File: src/rtl/seg_scan_driver_if.sv
// seg_scan_driver_if: load/image inputs and scan outputs of the eight-digit seven-segment driver.
interface seg_scan_driver_if;
    logic [31:0] value;
    logic [7:0]  digit_en;
    logic [7:0]  dp;
    logic        load;
    logic [7:0]  display;
    logic [7:0]  anode;
    logic [2:0]  digit_idx;
    logic        frame_done;
    modport master (output value, digit_en, dp, load, input display, anode, digit_idx, frame_done);
    modport slave  (input value, digit_en, dp, load, output display, anode, digit_idx, frame_done);
endinterface

File: src/rtl/seg_scan_driver.sv
// seg_scan_driver: time-multiplexed eight-digit hex display scanner with blanking and frame-synchronous image reload.
module seg_scan_driver #(
    parameter int DIV   = 100000,
    parameter int BLANK = 16
) (
    input logic              clk,
    input logic              rst,
    seg_scan_driver_if.slave bus
);
    localparam int CW = (DIV > 2) ? $clog2(DIV) : 1;
    typedef enum logic {S_BLANK, S_DRIVE} state_t;
    localparam state_t S_RST = (BLANK > 0) ? S_BLANK : S_DRIVE;

    state_t        r_state, w_state_nx;
    logic [CW-1:0] r_cnt, w_cnt_nx;
    logic [2:0]    r_idx;
    logic [31:0]   r_val, r_stg_val;
    logic [7:0]    r_en, r_stg_en, r_dp, r_stg_dp;
    logic          r_pend;
    logic [7:0]    r_disp, r_anode;
    logic [2:0]    r_didx;
    logic          r_fd;
    logic          w_wrap, w_bnd, w_lit;
    logic [3:0]    w_nib;
    logic [6:0]    w_seg;

    assign w_wrap = r_cnt == CW'(DIV - 1);
    assign w_bnd  = w_wrap && r_idx == 3'd7;
    assign w_nib  = r_val[{r_idx, 2'b00} +: 4];

    always_comb begin
        w_cnt_nx   = w_wrap ? '0 : r_cnt + CW'(1);
        w_state_nx = (int'(w_cnt_nx) < BLANK) ? S_BLANK : S_DRIVE;
        w_lit      = r_state == S_DRIVE && r_en[r_idx];
        w_seg      = 7'h7F;
        case (w_nib)
            4'h0: w_seg = 7'h40;
            4'h1: w_seg = 7'h79;
            4'h2: w_seg = 7'h24;
            4'h3: w_seg = 7'h30;
            4'h4: w_seg = 7'h19;
            4'h5: w_seg = 7'h12;
            4'h6: w_seg = 7'h02;
            4'h7: w_seg = 7'h78;
            4'h8: w_seg = 7'h00;
            4'h9: w_seg = 7'h10;
            4'hA: w_seg = 7'h08;
            4'hB: w_seg = 7'h03;
            4'hC: w_seg = 7'h46;
            4'hD: w_seg = 7'h21;
            4'hE: w_seg = 7'h06;
            4'hF: w_seg = 7'h0E;
            default: w_seg = 7'h7F;
        endcase
    end

    always_ff @(posedge clk or posedge rst) begin
        if (rst) begin
            r_state <= S_RST;
            r_cnt   <= '0;
            r_idx   <= '0;
        end else begin
            r_state <= w_state_nx;
            r_cnt   <= w_cnt_nx;
            r_idx   <= w_wrap ? r_idx + 3'd1 : r_idx;
        end
    end

    // A Load on the boundary cycle bypasses staging and wins over any older pending image
    always_ff @(posedge clk or posedge rst) begin
        if (rst) begin
            r_val     <= '0;
            r_en      <= '0;
            r_dp      <= '0;
            r_stg_val <= '0;
            r_stg_en  <= '0;
            r_stg_dp  <= '0;
            r_pend    <= 1'b0;
        end else if (w_bnd) begin
            r_pend <= 1'b0;
            if (bus.load) begin
                r_val <= bus.value;
                r_en  <= bus.digit_en;
                r_dp  <= bus.dp;
            end else if (r_pend) begin
                r_val <= r_stg_val;
                r_en  <= r_stg_en;
                r_dp  <= r_stg_dp;
            end
        end else if (bus.load) begin
            r_stg_val <= bus.value;
            r_stg_en  <= bus.digit_en;
            r_stg_dp  <= bus.dp;
            r_pend    <= 1'b1;
        end
    end

    always_ff @(posedge clk or posedge rst) begin
        if (rst) begin
            r_disp  <= 8'hFF;
            r_anode <= 8'hFF;
            r_didx  <= '0;
            r_fd    <= 1'b0;
        end else begin
            r_disp  <= w_lit ? {~r_dp[r_idx], w_seg} : 8'hFF;
            r_anode <= w_lit ? ~(8'h01 << r_idx) : 8'hFF;
            r_didx  <= r_idx;
            r_fd    <= w_bnd;
        end
    end

    assign bus.display    = r_disp;
    assign bus.anode      = r_anode;
    assign bus.digit_idx  = r_didx;
    assign bus.frame_done = r_fd;
endmodule

File: src/flat_wrapper.sv
// flat-port wrapper written by rule: the top's interface ports become plain ports
module seg_scan_driver_flat 
#(
    parameter int DIV   = 100000,
    parameter int BLANK = 16
)
  (clk, rst, bus_value, bus_digit_en, bus_dp, bus_load, bus_display, bus_anode, bus_digit_idx, bus_frame_done);
  seg_scan_driver_if bus_i ();
  input logic clk;
  input logic rst;
  input wire logic [$bits(bus_i.value)-1:0] bus_value;
  input wire logic [$bits(bus_i.digit_en)-1:0] bus_digit_en;
  input wire logic [$bits(bus_i.dp)-1:0] bus_dp;
  input wire logic [$bits(bus_i.load)-1:0] bus_load;
  output wire logic [$bits(bus_i.display)-1:0] bus_display;
  output wire logic [$bits(bus_i.anode)-1:0] bus_anode;
  output wire logic [$bits(bus_i.digit_idx)-1:0] bus_digit_idx;
  output wire logic [$bits(bus_i.frame_done)-1:0] bus_frame_done;
  assign bus_i.value = bus_value;
  assign bus_i.digit_en = bus_digit_en;
  assign bus_i.dp = bus_dp;
  assign bus_i.load = bus_load;
  assign bus_display = bus_i.display;
  assign bus_anode = bus_i.anode;
  assign bus_digit_idx = bus_i.digit_idx;
  assign bus_frame_done = bus_i.frame_done;
  seg_scan_driver #(.DIV(DIV), .BLANK(BLANK)) u_core (.clk(clk), .rst(rst), .bus(bus_i));
endmodule
File: config.mk
export PLATFORM = sky130hd
export DESIGN_NAME = seg_scan_driver_flat
export DESIGN_NICKNAME = d
export VERILOG_FILES = /design/src/rtl/seg_scan_driver_if.sv /design/src/rtl/seg_scan_driver.sv /design/src/flat_wrapper.sv
export SDC_FILE = /design/constraint.sdc
export NUM_CORES = 1
export LEC_CHECK = 0
export CORE_MARGIN = 5
export CORE_UTILIZATION = 51
export DETAILED_ROUTE_END_ITERATION = 12
export PLACE_DENSITY = 0.77
export SLEW_MARGIN = 0
export SYNTH_ARGS = -nofsm -noshare
export SYNTH_HDL_FRONTEND = slang
export SYNTH_SLANG_ARGS = --single-unit
File: constraint.sdc
create_clock -name clk -period 4.7 [get_ports clk]
set_clock_uncertainty 0.05 [all_clocks]
set_input_delay 0.705 -clock clk [delete_from_list [all_inputs] [get_ports clk]]
set_output_delay 0.705 -clock clk [all_outputs]
set_load 0.02 [all_outputs]
==> metrics.txt <==
status=finished clean; Layout fillers=976; worst setup path startpoint=u_core.r_idx[0]; unrepaired setup endpoints after global routing=false; worst vdd ir=0.237 mV; Mapped Area=6480 µm²; Reg clk slew, reported paths=0.06 ns; DR pass1 iterations=5; fin crit share=62.6%; Hold Fails Final Rpt=0; Tot GR Track Use=18.1%; R2R Path Start=u_core.r_idx[0]; met3 routed WL=569 µm; most common cell after layout, fill and taps aside=dfrtp_1; Initial Util=51.8%; Setup Buffers After CTS=0; total number of vias=4261; max frequency=340 MHz; Syn. warnings=0; die height=123 µm; measured slew at the worst slew-check pin=0.971 ns; dpl cell area=7310 µm²; P_int=2.28 mW; final setup TNS=0 ns; worst hold path type=reg -> reg; DRT antenna net count=0; R2R cell count=7; initial antenna violation count=0; Num CTS Buffers=17; final setup violation count=0; cts repair resizes=0; Site Rows=41; H-tree depth=4; placer congestion estimate=0.851; hold_sp=u_core.r_stg_val[27]; PortBufs=70; PnR worst setup slack=1.76 ns; post-synthesis register bit count=138; max layer used=met4; Slew HR=35.3%; Yosys cell types=41; hold_buf cts=0; first-pass GRT wire length=21.1 mm; number of global-route vias before repair=4313; switching power=0.634 mW; Sequential Power Share=44.8%; Sinks on Clock Net=138; fin area=7900 µm²; drt wl/cell=16.3 µm; Clock Latency Late Sink=0.42 ns; layout cells sized above 1=20.3%; max-cap viol count=0; final wirelength=12.6 mm; Mapped Cells=523; P&R area growth vs syn=21.8%; DRC=0; crit-path max FO=96; total gr overflow=0; dpl ws=1.75 ns; CP Capture Type=flip-flop; Max Root-Sink Buffers=2; CTS Root Cell=clkbuf_16; vias per cell=5.51; CTS tree=yes; cell count of the worst hold path=1; die area=15100 µm²; Crit Path Category=reg -> reg; sequential area share after synthesis=53.6%; Pleak=3.53 nW; WP data required=4.99 ns; pwr dens=369 nW/µm²; Mapped Nets=587; Core Area=12500 µm²; Comb power frac=9.6%; Setup crit start kind=flip-flop; met2 routed WL=6.12 mm; Clock Power Share=45.6%; switch share=21.8%; DP HPWL=8.57 mm; most frequent cells in the layout=dfrtp_1 (122), clkdlybuf4s50_1 (69), nor2_1 (61), mux2i_1 (57), a21oi_1 (51); M1 WL=5.69 mm; Worst EP arrival=3.23 ns; Post-layout nets=652; Period minus WS final=2.94 ns; DR iter-0 viols=341; pin count of the biggest net entering global routing=97; Mean Syn Cell Area=12.4 µm²; antenna cells=0; boundary pin count=71; fin. max-slew vios=0; Die X=123 µm
[cell families after synthesis]
logic type	count (synthesis)	share of synthesized area, %
mux	120	23.0
fa+ha+maj	13	2.51
flops	138	53.6
simple gates	129	10.1
buf+inv	39	2.93
compound gates	68	5.71
xor+xnor	16	2.16
[synth_stat cells]
| library cell | number | area [µm²] |
|---|---|---|
| or4b_2 | 2 | 20.0 |
| and2_1 | 1 | 6.26 |
| nor4_1 | 3 | 18.8 |
| or2_2 | 1 | 6.26 |
| a21oi_1 | 51 | 255 |
| buf_6 | 4 | 45.0 |
| ha_1 | 13 | 163 |
| nor2_1 | 61 | 229 |
| dfstp_2 | 16 | 420 |
| nor4_4 | 1 | 21.3 |
| nand2b_1 | 3 | 18.8 |
| o211ai_1 | 3 | 22.5 |
| mux2_4 | 20 | 300 |
| o221ai_1 | 3 | 26.3 |
| nor3_1 | 3 | 15.0 |
| buf_2 | 11 | 55.1 |
| nand4b_1 | 1 | 8.76 |
| xnor2_1 | 7 | 61.3 |
| nand3_1 | 5 | 25.0 |
| nand4_1 | 7 | 43.8 |
| a2111oi_0 | 1 | 8.76 |
| mux2i_1 | 57 | 571 |
| a31oi_1 | 2 | 12.5 |
| o21ai_0 | 5 | 25.0 |
| inv_1 | 9 | 33.8 |
| and4_1 | 5 | 43.8 |
| a211oi_1 | 1 | 7.51 |
| or4_4 | 1 | 11.3 |
| nor2b_1 | 4 | 25.0 |
| or3_1 | 5 | 31.3 |
| xor2_1 | 9 | 78.8 |
| or3b_1 | 1 | 8.76 |
| mux4_2 | 12 | 270 |
| mux2_2 | 31 | 349 |
| dfrtp_1 | 122 | 3050 |
| nand4bb_1 | 2 | 22.5 |
| clkbuf_1 | 14 | 52.6 |
| o22ai_1 | 2 | 12.5 |
| inv_2 | 1 | 3.75 |
| nand2_1 | 22 | 82.6 |
| nor3_4 | 1 | 16.3 |
[worst max-delay path: stages, from the launching register on]
cell	delay, ns
dfrtp_1	0.88
ha_1	0.30
ha_1	0.18
inv_1	0.11
nor4_4	0.27
buf_4	0.69
nor2_1	0.13
a21oi_1	0.17
[metrics by stage]
| step | utilization, % | instances | hold slack, ns | total power, mW |
|---|---|---|---|---|
| 2_1_floorplan | - | 523 | 0.424 | 1.50 |
| 3_3_place_gp | 58.4 | 741 | 0.440 | 1.59 |
| 3_5_place_dp | 58.4 | 741 | 0.444 | 1.60 |
| 4_1_cts | 63.1 | 773 | 0.457 | 2.94 |
| 5_1_grt | 63.1 | 773 | 0.470 | 3.02 |
| 6_report | 63.1 | 773 | 0.451 | 2.91 |
[registers in the layout (all words and copies together), names as in the netlist, 3 cells and up]
| register | cells |
|---|---|
| u_core.r_idx | 3 |
| u_core.r_dp | 8 |
| u_core.r_stg_en | 8 |
| u_core.bus.display | 8 |
| u_core.r_cnt | 17 |
| u_core.r_en | 8 |
| u_core.bus.digit_idx | 3 |
| u_core.r_stg_val | 32 |
| u_core.r_val | 32 |
| u_core.bus.anode | 8 |
| u_core.r_stg_dp | 8 |
[power groups by stage]
| stage | Clock, mW | Combinational (mW) | Sequential [mW] |
|---|---|---|---|
| final | 1.33 | 0.278 | 1.30 |
| after floorplan | 0 | 0.177 | 1.32 |
| after detailed placement | 0 | 0.281 | 1.32 |
| after CTS | 1.35 | 0.283 | 1.30 |
| after global routing | 1.40 | 0.305 | 1.31 |
| after global placement | 0 | 0.271 | 1.32 |
[area by class of cell]
cell class / count / area, µm² / area share [%]
Inverter: 10 / 40.0 / 0.507
Tap cell: 172 / 215 / 2.73
Sequential cell: 138 / 3470 / 44.0
Clock buffer: 24 / 472 / 5.97
Clock inverter: 8 / 118 / 1.49
Timing Repair Buffer: 75 / 746 / 9.45
Multi-Input combinational cell: 346 / 2830 / 35.9
[path summary, 6_finish.rpt]
path | slack (ns) | end
setup / recovery | 1.76 | u_core.r_dp[3]
max in group asynchronous | 2.91 | u_core.r_dp[1]
hold / removal | 0.45 | u_core.r_stg_val[27]
setup reg to reg | 1.76 | u_core.r_dp[3]
min in group asynchronous | 0.82 | u_core.r_state
hold reg to reg | 0.45 | u_core.r_stg_val[27]
[layer usage]
metal  GRT usage, %  vias up
li1               -     2000
met1           24.5     2126
met2           28.4      112
met3           3.96       23
met4           7.63        0
met5              0        -
Note: power is estimated with default switching activity, not from simulation.
